**config.mk**
```make
export PLATFORM = sky130hd
export DESIGN_NAME = ram_port_arbiter
export DESIGN_NICKNAME = d
export VERILOG_FILES = /design/src/rtl/ram_port_arbiter.sv
export SDC_FILE = /design/constraint.sdc
export NUM_CORES = 1
export LEC_CHECK = 0
export ABC_AREA = 1
export CORE_AREA = 2 2 124 126
export DETAILED_ROUTE_END_ITERATION = 12
export DIE_AREA = 0 0 126 128
export DONT_BUFFER_PORTS = 1
export PLACE_DENSITY = 0.32
export SLEW_MARGIN = 20
export SYNTH_ARGS = -nofsm -noshare
export SYNTH_HDL_FRONTEND = slang
export SYNTH_SLANG_ARGS = --single-unit
```
**constraint.sdc**
```tcl
create_clock -name clk -period 1.3 [get_ports clk]
set_clock_uncertainty 0.2 [all_clocks]
set_input_delay 0.065 -clock clk [delete_from_list [all_inputs] [get_ports clk]]
set_output_delay 0.065 -clock clk [all_outputs]
set_load 0.005 [all_outputs]
```
**src/rtl/ram_port_arbiter.sv**
```systemverilog
// ram_port_arbiter
// ----------------
// Shares one single-port RAM (fixed 1-cycle read latency) between two
// requesters: requester 0 is the serial BIOS loader and requester 1 is the
// CPU memory interface. A round-robin choice is made in ARB. The chosen
// command is driven onto the RAM port in ISSUE. For reads, the RAM data is
// returned to the owner in RESP.
//
// Optional feature: define RAM_ARB_STATS_EN to enable the per-requester
// 16-bit saturating grant counters. When it is undefined, both counters
// read 0 and have no flops.
//
// Ports:
//   clk, rst            clock, synchronous active-high reset
//   i_cpu_en            requester 1 may only be arbitrated while this is 1
//   i_req/i_we          per-requester request and write flag
//   i_be*/i_addr*/i_wdata*  per-requester command fields
//   o_gnt               one-cycle pulse, command accepted (ISSUE)
//   o_rvalid/o_rdata    one-cycle read-data pulse (RESP); o_rdata holds
//                       its value between pulses
//   o_ram_*             RAM command port; fields are 0 when o_ram_en is 0
//   i_ram_rdata         RAM read data, one cycle after a read command
//   o_busy              sequencer is not in ARB
//   o_gnt_cnt0/1        grant counters
//   o_dbg_state         current sequencer state (ARB=0, ISSUE=1, RESP=2)
//
// Handshake: a requester raises i_req[n] and holds its fields stable until
// o_gnt[n] pulses. In the gnt cycle it either drops i_req[n] or presents a
// new command. Dropping i_req[n] before the gnt cancels the command.
// i_req[n] still high after a gnt counts as a new request.
module ram_port_arbiter #(
  parameter int ADDR_WIDTH = 32,
  parameter int DATA_WIDTH = 32
) (
  input  logic                  clk,
  input  logic                  rst,
  input  logic                  i_cpu_en,
  input  logic [1:0]            i_req,
  input  logic [1:0]            i_we,
  input  logic [3:0]            i_be0,
  input  logic [3:0]            i_be1,
  input  logic [ADDR_WIDTH-1:0] i_addr0,
  input  logic [ADDR_WIDTH-1:0] i_addr1,
  input  logic [DATA_WIDTH-1:0] i_wdata0,
  input  logic [DATA_WIDTH-1:0] i_wdata1,
  output logic [1:0]            o_gnt,
  output logic [1:0]            o_rvalid,
  output logic [DATA_WIDTH-1:0] o_rdata,
  output logic                  o_ram_en,
  output logic                  o_ram_we,
  output logic [3:0]            o_ram_be,
  output logic [ADDR_WIDTH-1:0] o_ram_addr,
  output logic [DATA_WIDTH-1:0] o_ram_wdata,
  input  logic [DATA_WIDTH-1:0] i_ram_rdata,
  output logic                  o_busy,
  output logic [15:0]           o_gnt_cnt0,
  output logic [15:0]           o_gnt_cnt1,
  output logic [1:0]            o_dbg_state
);

  localparam logic [1:0] ST_ARB   = 2'd0;
  localparam logic [1:0] ST_ISSUE = 2'd1;
  localparam logic [1:0] ST_RESP  = 2'd2;

  logic [1:0]            state_q, state_d;
  logic                  owner_q, owner_d;
  logic                  last_q, last_d;
  logic [DATA_WIDTH-1:0] rdata_q;

  logic elig0, elig1;
  logic owner_req, owner_we;
  logic issue_go, resp_go;

  assign elig0 = i_req[0];
  assign elig1 = i_req[1] & i_cpu_en;

  // Only i_req is rechecked in ISSUE, not i_cpu_en. A CPU command that
  // already won arbitration completes even if the enable falls.
  assign owner_req = owner_q ? i_req[1] : i_req[0];
  assign owner_we  = owner_q ? i_we[1]  : i_we[0];

  // rst gates the command and response strobes in the same cycle, so an
  // aborted transaction never shows a gnt, RAM command or rvalid.
  assign issue_go = (state_q == ST_ISSUE) && owner_req && !rst;
  assign resp_go  = (state_q == ST_RESP) && !rst;

  always_comb begin
    state_d = state_q;
    owner_d = owner_q;
    last_d  = last_q;
    case (state_q)
      ST_ARB: begin
        if (elig0 || elig1) begin
          state_d = ST_ISSUE;
          // On a tie, the requester not served last wins.
          owner_d = (elig0 && elig1) ? ~last_q : elig1;
        end
      end
      ST_ISSUE: begin
        if (owner_req) begin
          last_d  = owner_q;
          state_d = owner_we ? ST_ARB : ST_RESP;
        end else begin
          state_d = ST_ARB;
        end
      end
      ST_RESP: state_d = ST_ARB;
      default: state_d = ST_ARB;
    endcase
  end

  always_ff @(posedge clk) begin
    if (rst) begin
      state_q <= ST_ARB;
      owner_q <= 1'b0;
      last_q  <= 1'b1;
      rdata_q <= '0;
    end else begin
      state_q <= state_d;
      owner_q <= owner_d;
      last_q  <= last_d;
      if (state_q == ST_RESP) rdata_q <= i_ram_rdata;
    end
  end

  assign o_ram_en    = issue_go;
  assign o_ram_we    = issue_go & owner_we;
  assign o_ram_be    = !issue_go ? 4'b0 : (owner_q ? i_be1 : i_be0);
  assign o_ram_addr  = !issue_go ? '0 : (owner_q ? i_addr1 : i_addr0);
  assign o_ram_wdata = !issue_go ? '0 : (owner_q ? i_wdata1 : i_wdata0);

  assign o_gnt    = !issue_go ? 2'b00 : (owner_q ? 2'b10 : 2'b01);
  assign o_rvalid = !resp_go  ? 2'b00 : (owner_q ? 2'b10 : 2'b01);
  assign o_rdata  = resp_go ? i_ram_rdata : rdata_q;

  assign o_busy      = (state_q != ST_ARB);
  assign o_dbg_state = state_q;

`ifdef RAM_ARB_STATS_EN
  logic [15:0] cnt0_q, cnt1_q;

  always_ff @(posedge clk) begin
    if (rst) begin
      cnt0_q <= '0;
      cnt1_q <= '0;
    end else begin
      if (o_gnt[0] && (cnt0_q != 16'hFFFF)) cnt0_q <= cnt0_q + 16'd1;
      if (o_gnt[1] && (cnt1_q != 16'hFFFF)) cnt1_q <= cnt1_q + 16'd1;
    end
  end

  assign o_gnt_cnt0 = cnt0_q;
  assign o_gnt_cnt1 = cnt1_q;
`else
  assign o_gnt_cnt0 = 16'd0;
  assign o_gnt_cnt1 = 16'd0;
`endif

endmodule

```
== Yosys cells after proc, flatten, opt, wreduce, memory -nomap -nowiden ==
Index checks and enable logic that the tools add are counted.
Storage, ports and cells
  register bits after elaboration: 36
  bits of input ports: 175
  logic and storage cells: 37
Operators by class
  equality and inequality tests: 3
  reduce and logical (&&, ||, !) cells: 10
  mux-type cells: 17
  bitwise operators: 3
Operator list (number)
  32-bit two-way mux: 5
  2-bit two-way mux: 6
  4-bit two-way mux: 2
  1-bit logical AND: 4
  2-bit case mux with 2 select lines: 1
  2-bit AND reduction: 2
  1-bit two-way mux: 3
  1-bit AND: 2
  2-bit by 1-bit == test with 1-bit output, second input constant: 1
  2-bit == test, second input constant: 1
  2-bit zero test: 1
  2-bit inequality test, second input constant: 1
  2-bit nonzero test: 1
  1-bit zero test: 1
  1-bit logical OR: 1
  1-bit inverter: 1

== Longest topological paths before layout ==
Gate-level depths: netlist (run 1).
  depth in word-level cells: 4
  gate-level depth with buffers: 8
  mapped depth without buffers: 6

== Worst setup path after synthesis (run 1) ==
OpenSTA, ideal clock, no wires.
  kind: reg2out
  start point: register state_q[1], in the netlist o_dbg_state[1]
  end point: output port o_rdata[10]
  arrival: 1.075 ns
  slack: -0.040 ns
  data required time: 1.035 ns
  cell stages (with the launch flop): 8
  cell sequence: dfxtp_1 nand2_1 nor2_2 inv_2 buf_6 buf_4 nand2_1 o21ai_1
Between the ends
  longest elaborated chain between the ends: 3
Ends and longest elaborated chain
  start: declaration: RTL line 65  | logic [1:0] state_q, state_d;
  start signal: assignment: RTL line 119  | state_q <= state_d;
  2-bit == test: RTL line 85  | assign resp_go = (state_q == ST_RESP) && !rst;
  1-bit logical AND: RTL line 85
  32-bit two-way mux: RTL line 134  | assign o_rdata = resp_go ? i_ram_rdata : rdata_q;
  end: declaration: RTL line 48  | output logic [DATA_WIDTH-1:0] o_rdata,
No other way between the ends.

== Worst setup path in the final report (run 1) ==
  start point: input port rst
  end point: output port o_ram_addr[7]
Between the ends
  longest elaborated chain between the ends: 3
Ends and longest elaborated chain
  start: declaration: RTL line 36  | input logic rst,
  1-bit zero test: RTL line 84  | assign issue_go = (state_q == ST_ISSUE) && owner_req && !rst;
  1-bit logical AND: RTL line 84
  32-bit two-way mux: RTL line 129  | assign o_ram_addr = !issue_go ? '0 : (owner_q ? i_addr1 : i_addr0);
  end: declaration: RTL line 52  | output logic [ADDR_WIDTH-1:0] o_ram_addr,
No other way between the ends.

==> results of run 1 <==
worst max-delay path: cells and delay by family:
family / cells / cell delay, ns
compound gates: 1 / 0.14
simple gates: 1 / 0.13
buf+inv: 5 / 1.20
flip-flops by register name, summed over array words and instances, names as in the netlist:
name and count:
last_q 1, o_dbg_state 2, owner_q 1, rdata_q 32
cell usage after synthesis:
master	number
buf_6	3
nor2_1	8
buf_4	34
a21oi_1	70
buf_1	3
clkbuf_1	18
dfxtp_1	36
nand3b_1	1
inv_1	35
conb_1	1
o21ai_0	32
nand3_1	34
buf_2	12
nor2_2	1
nand2_1	185
inv_2	3
o21ai_1	30
nand3_2	1
area by class of cell:
type | count | area share (%)
sequential | 36 | 12.80
inverter | 38 | 2.634
tap | 188 | 4.126
clock inverter | 1 | 0.1536
clock buffer | 7 | 2.327
multi-input combinational | 394 | 47.17
timing repair buffer | 137 | 30.60
timing repair inverter | 1 | 0.1975
placed cells by master, fill, tap and decap left out, drive strengths merged:
master and count:
nand2 185, a21oi 70, bufbuf 1, dlygate4sd3 38, o21ai 62, clkbuf 15, nand3 35, buf 90
inv 38, dfxtp 36, nand3b 1, clkinv 2, nor2 9, conb 32
final timing paths:
check,start,endpoint,cells past startpoint
min reg2reg,last_q$_SDFFE_PP1P_,last_q$_SDFFE_PP1P_,2
max reg2reg,o_dbg_state[0]$_SDFFE_PP0P_,rdata_q[3]$_SDFFE_PP0N_,8
max,rst,o_ram_addr[7],7
min,i_req[0],last_q$_SDFFE_PP1P_,5
cell families after synthesis:
group / synth area share (%)
simple gates: 31.96
compound gates: 22.99
buf+inv: 19.85
flops: 25.08
other cells: 0.1305
power breakdown:
part / total, mW / internal (mW) / switching [mW]
Combinational: 0.941 / 0.401 / 0.539
Sequential: 1.14 / 1.12 / 0.0150
Clock: 1.16 / 0.715 / 0.449
Total: 3.24 / 2.24 / 1.00
what timing repair did:
action	in CTS	in global routing
buffers inserted	6	3
hold buffers	34	4
pin swaps	3	7
resized for setup	168	142
cloned	10	11
hold endpoints to repair	36	6
setup endpoints to repair	139	140
metal layers:
layer | wire length [microns] | vias to the layer above | track usage [%] | share of wire [%]
li1 | - | 1787 | - | -
met1 | 5902 | 1849 | 20.12 | 38
met2 | 8148 | 188 | 28.37 | 53
met3 | 1185 | 9 | 3.798 | 7.7
met4 | 124 | 0 | 1.875 | 0.81
met5 | 0 | - | 0 | 0
==> results by group, run 1 <==
Finish
  • Design Area, Final: ~0.0057 sq mm
  • Core Util, Final: 38.35%
  • Share of cells above drive strength 1: a little over two fifths
  • Area of the multi-input gates: 0.002689 sq mm
  • Final nets: 788
  • Area grow syn2layout: 98.35%
  • Final non-filler cell total: 802
  • Antenna cells: 0
  • Fill count: 1,561
  • Register area: 729.5 sq um

Die
  • Row count: 45
  • DIE AREA: 0.01613 sq mm
  • Die width: approximately 130 microns
  • # IOs: between 300 and 400
  • Starting Density: between 10% and 20%
  • Area of the core: 0.01486 sq mm
  • Chip height: 128 microns

Global routing
  • Largest net degree at the start of global routing: 34
  • First-pass GRT wire length: 20,180 microns
  • Grt ovf: 0
  • Tot GR Track Use: 15.92%
  • Initial antenna violation count: 0
  • Vias in the first global route: 3,465

Timing
  • Fmax: 553.3 MHz
  • Final setup vio count: about 140
  • RSZ-0062 raised after global routing: true
  • Setup TNS: -48.86 ns
  • Tcrit/Tclk final: 139.0%
  • Minimum clock period: 1.807 ns
  • Final Hold Vio Count: 0
  • Final WS setup: -0.5074 ns
  • Fin. max-slew vios: 0
  • Hold slack: roughly 0.0027 ns

CTS
  • TritonCTS Sinks: 36
  • Htree depth: 2
  • CTS Buffer Depth: 2
  • Root buffer cell: clkbuf_16
  • TritonCTS Buffers: 5
  • TritonCTS clock tree: done
  • Clk slew on worst S/H paths: 0.05 ns
  • Skew-Pair Late Insertion Delay: between 0.2 and 0.3 ns

Placement
  • GP Congestion: 0.8160
  • Placed Instances: 727
  • DP Area: 0.003411 sq mm
  • DPL Wire Length: about 10,000 microns
  • Place WS: -0.3296 ns
  • Port Buffer Count: 0

Synthesis
  • Cell taking the most area after synthesis: dfxtp_1
  • Post-Syn Area: 0.002874 sq mm
  • Fraction of the yosys area taken by sequential cells: 25.08%
  • Ranking of synthesized cells by area: dfxtp_1 (25%), nand2_1 (24%), a21oi_1 (12%)
  • Seq cells post-synth: 36
  • Yosys warnings: 0
  • Synthesized area per cell: 5.669 sq um
  • Synth cell types: 18
  • Top cell type's share of synthesized area: 25.08%
  • Synth Instances: 507

Run status
  • Violated checks: negative setup slack
  • Outcome: finished, violations left

Detailed routing
  • Via count: 3,833
  • TritonRoute pass-1 iters: 5
  • Drt wl/cell: 19.15 microns
  • DRT antenna net count: 0
  • Residual DRC: 0
  • Vias/cell: 4.779
  • WL final: between 15,000 and 20,000 microns
  • First DRT Iteration DRCs: 196

Worst setup path
  • Crit end category: output port
  • Req. time, crit path: 1.03 ns
  • CP Max Fanout: 7
  • Reg2reg setup slack: -0.18 ns
  • CP arrival: 1.54 ns
  • Worst setup SP type: primary input
  • CP max stage delay: 0.64 ns
  • CP Class: in -> out
  • Crit path cell chain: dlygate4sd3_1 > inv_2 > nand3_4 > buf_12 > buf_16 > a21oi_1 > buf_4
  • Worst path slowest cell: dlygate4sd3_1

Flow run
  • MaxCap Viol Count: 0

Power and ir drop
  • VDD IR-drop max: 0.4943 mV
  • Total power: approximately 3.2 mW
  • Cell Pwr Density: 568.5 mW/mm^2
  • P_leak: 2.348 nW

Hold path
  • Hold Crit Class: in -> reg
No activity file was read; power rests on OpenSTA's default activity.
==> run 2, diff against run 1 <==
--- a/config.mk
+++ b/config.mk
@@ -10,6 +10,7 @@
 export DETAILED_ROUTE_END_ITERATION = 12
 export DIE_AREA = 0 0 126 128
 export DONT_BUFFER_PORTS = 1
+export GPL_TIMING_DRIVEN = 0
 export PLACE_DENSITY = 0.32
 export SLEW_MARGIN = 20
 export SYNTH_ARGS = -nofsm -noshare
==> run 2 against run 1 <==
Against the previous run: the flow still finishes with violations (negative setup slack); maximum frequency rose by 2.0%; final cell count shrank 0.75%; flip-flop and latch count is the same; critical path depth decreased by 1; sequential power hardly changed; worst hold slack better by 0.041 ns; non-clock buffer count shrank 6; count of clock-buffer cells in the layout unchanged.
==> results by group, run 2 (synthesis gave the netlist of run 1 again) <==
Finish
  • Register area: 729.5 sq um
  • Area grow syn2layout: 81.67%
  • Final nets: between 700 and 800
  • Antenna cells: 0
  • Final non-filler cell total: around 800
  • Fill count: 1,629
  • Reg with most FFs: rdata_q
  • Most frequent cells in the layout: nand2_1 (171), buf_4 (50), a21oi_4 (48), dlygate4sd3_1 (39), inv_1 (34)
  • Max reg flops: 32
  • Share of cells above drive strength 1: 37.01%
  • Design Area, Final: 0.005221 sq mm
  • Commonest non-fill, non-tap cell in the layout: nand2_1
  • Area of the multi-input gates: 0.002630 sq mm

Die
  • Die width: 126 microns
  • Chip height: about 130 microns
  • DIE AREA: roughly 0.016 sq mm
  • Starting Density: around 19%
  • # IOs: 316
  • Area of the core: roughly 0.015 sq mm
  • Row count: 45

Global routing
  • Grt ovf: 0
  • Vias in the first global route: 3,578
  • Met2 usage: between 30% and 40%
  • Tot GR Track Use: 17.22%
  • Largest net degree at the start of global routing: 12
  • First-pass GRT wire length: 21,590 microns
  • Initial antenna violation count: 0
  • Met3 Resource Use GR: 4.508%
  • Met1 usage: 20.75%
  • Top Usage Layer GRT: met2

Timing
  • Tightest Pin Transition: 0.5366 ns
  • Setup TNS: -44.19 ns
  • Final Hold Vio Count: 0
  • Final setup vio count: 124
  • Minimum clock period: around 1.8 ns
  • Fin. max-slew vios: 0
  • Final WS setup: -0.4713 ns
  • Fmax: 564.5 MHz
  • RSZ-0062 raised after global routing: true
  • Hold slack: 0.04352 ns
  • Tcrit/Tclk final: 136.3%
  • Slew margin rel.: 64.22%

Worst setup path
  • Reg-to-Reg End: rdata_q[3]$_SDFFE_PP0N_
  • Req. time, crit path: 1.03 ns
  • CP Class: reg -> out
  • CP Max Fanout: 5
  • Worst setup SP type: flop
  • Crit end category: output port
  • CP arrival: around 1.5 ns
  • R2R depth: 8
  • Reg2reg setup slack: -0.25 ns
  • Top cell by count, worst path: buf_12
  • Crit path buf inv count: 3
  • CP max stage delay: 0.42 ns
  • Worst path slowest cell: dfxtp_4
  • CP delay by family, top: flip-flops
  • RR Startpoint: o_dbg_state[0]$_SDFFE_PP0P_
  • Crit path cell chain: inv_6 > nor2_4 > nand3_4 > buf_12 > buf_12 > a21oi_4

CTS
  • CTS Buffer Depth: 2
  • TritonCTS clock tree: done
  • Root buffer cell: clkbuf_16
  • TritonCTS Sinks: 36
  • Htree depth: 2
  • Clk slew on worst S/H paths: 0.06 ns
  • Skew-Pair Late Insertion Delay: 0.27 ns
  • TritonCTS Buffers: 5

Placement
  • Place WS: -0.7537 ns
  • Port Buffer Count: 0
  • Placed Instances: 726
  • GP Congestion: 0.8394
  • DP Area: 0.003242 sq mm
  • DPL Wire Length: 11,840 microns

Detailed routing
  • Vias/cell: between 4 and 5
  • DRT antenna net count: 0
  • WL final: 15,130 microns
  • First DRT Iteration DRCs: 120
  • Residual DRC: 0
  • TritonRoute pass-1 iters: 6
  • Drt wl/cell: 19.00 microns
  • Via count: 3,727

Power and ir drop
  • Cell Pwr Density: approximately 630 mW/mm^2
  • P_leak: 2.111 nW
  • VDD IR-drop max: 0.5029 mV
  • Logic gate share of total power: a little over a quarter
  • Int Pwr: 2.261 mW
  • NetSw: 1.015 mW
  • Clock network power share: 37.9%
  • Switch share: between 30% and 40%
  • Part of the power in registers: a little over a third

Hold path
  • Worst hold start: i_wdata0[29]
  • Hold Crit Class: in -> out
  • Hold Path End: o_ram_wdata[29]
  • Hold Crit Depth: 2

Run status
  • Outcome: finished, violations left
  • Violated checks: negative setup slack

Flow run
  • MaxCap Viol Count: 0
run 2: changes by cell type in the layout (fill, tap and decap cells not counted), moves of 6 or more:
| cell | change |
|---|---|
| buf_6 | -30 |
| clkbuf_4 | +6 |
| nand2_1 | +9 |
| o21ai_1 | +10 |
| buf_4 | +17 |
| a21oi_4 | +9 |
| nand2_4 | -7 |
| buf_16 | -8 |
| a21oi_2 | -8 |
| o21ai_2 | -8 |
run 2: power by group through the flow:
stage / registers [mW] / clock network, mW / logic (mW)
after floorplan: 1.16 / 0 / 0.377
after global placement: 1.16 / 0 / 0.482
after detailed placement: 1.17 / 0 / 0.487
after CTS: 1.14 / 1.27 / 0.839
after global routing: 1.15 / 1.35 / 0.969
final: 1.14 / 1.24 / 0.892
run 2: area by class of cell:
type / instances / area share [%]
inverter: 38 / 2.924
multi-input combinational: 395 / 50.37
sequential: 36 / 13.97
buffer: 69 / 12.34
timing repair buffer: 62 / 13.01
tap: 188 / 4.505
clock buffer: 7 / 2.732
clock inverter: 1 / 0.1438
run 2: repair_timing:
item,in CTS,in global routing
setup endpoints to repair,142,141
gates cloned,4,2
hold buffers,39,0
buffers inserted,16,3
hold endpoints to repair,35,0
pin swaps,1,2
resized for setup,235,77
run 2: worst max path at each step:
stage                                start  slack, ns        endpoint  depth (start not counted)
2_1_floorplan  o_dbg_state[0]$_SDFFE_PP0P_       0.01     o_rdata[10]                          8
6_report       o_dbg_state[0]$_SDFFE_PP0P_      -0.47  o_ram_addr[17]                          6
4_1_cts        o_dbg_state[0]$_SDFFE_PP0P_      -0.49  o_ram_addr[17]                          6
3_5_place_dp   o_dbg_state[0]$_SDFFE_PP0P_      -0.75  o_ram_addr[17]                          5
5_1_grt        o_dbg_state[0]$_SDFFE_PP0P_      -0.54     o_ram_be[2]                          6
3_3_place_gp   o_dbg_state[0]$_SDFFE_PP0P_      -0.75  o_ram_addr[17]                          5
run 2: metal layers:
layer  up-vias  wire [microns]
li1       1768               -
met1      1773            5854
met3        10            1120
met5         -               0
met4         0             195
met2       176            7957
run 2: metrics by stage:
stage	total power [mW]	util, %
6_report	3.276	35.13
3_3_place_gp	1.647	21.81
5_1_grt	3.463	35.13
2_1_floorplan	1.535	-
4_1_cts	3.256	33.24
3_5_place_dp	1.652	21.81
==> run 3, diff against run 2 <==
--- a/config.mk
+++ b/config.mk
@@ -11,7 +11,8 @@
 export DIE_AREA = 0 0 126 128
 export DONT_BUFFER_PORTS = 1
 export GPL_TIMING_DRIVEN = 0
-export PLACE_DENSITY = 0.32
+export PLACE_DENSITY = 0.31
+export SETUP_SLACK_MARGIN = 0.02
 export SLEW_MARGIN = 20
 export SYNTH_ARGS = -nofsm -noshare
 export SYNTH_HDL_FRONTEND = slang
==> constraint.sdc (replaced) <==
create_clock -name clk -period 1.8 [get_ports clk]
set_clock_uncertainty 0.2 [all_clocks]
set_input_delay 0.09 -clock clk [delete_from_list [all_inputs] [get_ports clk]]
set_output_delay 0.09 -clock clk [all_outputs]
set_load 0.005 [all_outputs]
==> run 3 against run 2 <==
Against the previous run: the run now ends clean; die area unchanged; sequential power shrank 28%; sequential share of layout area grew 0.98 points; critical path depth did not move; largest cell class unchanged; largest power group unchanged; highest routed layer unchanged.
==> results by group, run 3 (synthesis gave the netlist of run 1 again) <==
Detailed routing
  • Max layer used: met4
  • DRT antenna net count: 0
  • WL final: 13,880 microns
  • First DRT Iteration DRCs: ~130
  • Via count: 3,633
  • WL met2: slightly above 7000 microns
  • TritonRoute pass-1 iters: 4
  • Residual DRC: 0
  • Drt wl/cell: 17.50 microns
  • Vias/cell: 4.581
  • DRT met1 WL: between 5000 and 6000 microns
  • Metal3 WL: between 800 and 900 microns

Placement
  • Port Buffer Count: 0
  • GP Congestion: 0.7216
  • DPL Wire Length: 10,310 microns
  • DP Area: 0.003226 sq mm

Worst setup path
  • Critical path startpoint: o_dbg_state[0]$_SDFFE_PP0P_
  • R2R depth: 7
  • CP arrival: 1.50 ns
  • Req. time, crit path: 1.51 ns
  • Worst setup SP type: flop
  • CP Class: reg -> out
  • RR Startpoint: o_dbg_state[0]$_SDFFE_PP0P_
  • CP Max Fanout: 5
  • Crit end category: output port

Global routing
  • Initial antenna violation count: 1
  • Tot GR Track Use: approximately 15%
  • Vias in the first global route: 3,383
  • Largest net degree at the start of global routing: 11
  • First-pass GRT wire length: a little under 20,000 microns
  • Grt ovf: 0

Die
  • Area of the core: 0.01486 sq mm
  • Starting Density: about a fifth
  • # IOs: 316
  • Die width: 126 microns
  • Row count: 45
  • Chip height: 128 microns
  • DIE AREA: 0.01613 sq mm

Timing
  • Tightest Pin Transition: 0.5237 ns
  • Fmax: between 500 and 600 MHz
  • Final Hold Vio Count: 0
  • Setup TNS: 0 ns
  • Fin. max-slew vios: 0
  • Final setup vio count: 0
  • Tcrit/Tclk final: 99.48%
  • Minimum clock period: 1.791 ns
  • RSZ-0062 raised after global routing: true
  • Slew margin rel.: 65.09%

Power and ir drop
  • Total power: 2.259 mW
  • Cell Pwr Density: around 460 mW/mm^2
  • VDD IR-drop max: 0.2700 mV
  • P_leak: slightly above 2 nW

Run status
  • Outcome: complete, no violations

CTS
  • Root buffer cell: clkbuf_16
  • Clk slew on worst S/H paths: 0.06 ns
  • Skew-Pair Late Insertion Delay: about 0.28 ns
  • TritonCTS clock tree: done
  • TritonCTS Sinks: 36
  • TritonCTS Buffers: 5
  • CTS Buffer Depth: 2
  • Htree depth: 2

Hold path
  • Hold Crit Class: in -> reg
  • Hold Crit Depth: 4
  • Worst hold start: rst

Flow run
  • MaxCap Viol Count: 0

Finish
  • Most frequent cells in the layout: nand2_1 (173), buf_4 (47), dlygate4sd3_1 (40), a21oi_4 (36)
  • Core Util, Final: 32.82%
  • Max reg flops: 32
  • Area of the multi-input gates: 0.002412 sq mm
  • Fill count: 1,635
  • Commonest non-fill, non-tap cell in the layout: nand2_1
  • Area grow syn2layout: 69.74%
  • Final nets: 779
  • Reg with most FFs: rdata_q
  • Register area: 729.5 sq um
  • Share of cells above drive strength 1: about a third
  • Design Area, Final: ~0.0049 sq mm
## run 3: layout make-up
| type | instances | share of cell area (%) |
|---|---|---|
| antenna | 1 | 0.05130 |
| buffer | 68 | 11.26 |
| clock buffer | 6 | 2.642 |
| clock inverter | 1 | 0.1026 |
| inverter | 38 | 3.129 |
| multi-input combinational | 395 | 49.45 |
| sequential | 36 | 14.95 |
| tap | 188 | 4.822 |
| timing repair buffer | 60 | 13.59 |
## run 3: repair_timing
item                       in CTS  in global routing
gates resized for setup       143                 72
setup endpoints to repair     133                 92
hold buffers                   40                  0
pin swaps                       2                  4
buffers inserted                9                  6
cloned                          4                  2
hold endpoints to repair       36                  0
## run 3: layer usage
| metal | GRT usage, % | vias up |
|---|---|---|
| li1 | - | 1767 |
| met1 | 19.09 | 1687 |
| met2 | 27.13 | 169 |
| met3 | 2.922 | 10 |
| met4 | 3.814 | 0 |
| met5 | 0 | - |
## run 3: path summary, 6_finish.rpt
check	end	slack, ns
hold reg to reg	last_q$_SDFFE_PP1P_	0.27
setup reg to reg	rdata_q[30]$_SDFFE_PP0N_	0.10
setup / recovery	o_ram_addr[6]	0.009
hold / removal	rdata_q[28]$_SDFFE_PP0N_	0.08
## run 3: critical path, cell delays in order (launching register included)
cell     delay (ns)
dfxtp_4        0.40
inv_6          0.06
nor2_4         0.13
nand3_4        0.12
buf_12         0.17
buf_12         0.14
a21oi_4        0.20
## run 3: through the flow
stage	instances	worst slack [ns]	hold slack [ns]
global route	793	-0.03399	0.09610
CTS	784	-0.02578	0.09020
finish	793	0.009388	0.08417
detailed placement	726	-0.2777	-0.02903
global placement	726	-0.2622	-0.03206
floorplan	538	0.4350	-0.04093
## run 3: report_power, final
part	leakage (nW)	switching, mW	internal, mW
Combinational	1.65	0.351	0.256
Clock	0.0667	0.323	0.503
Sequential	0.293	0.0142	0.811
Total	2.01	0.689	1.57
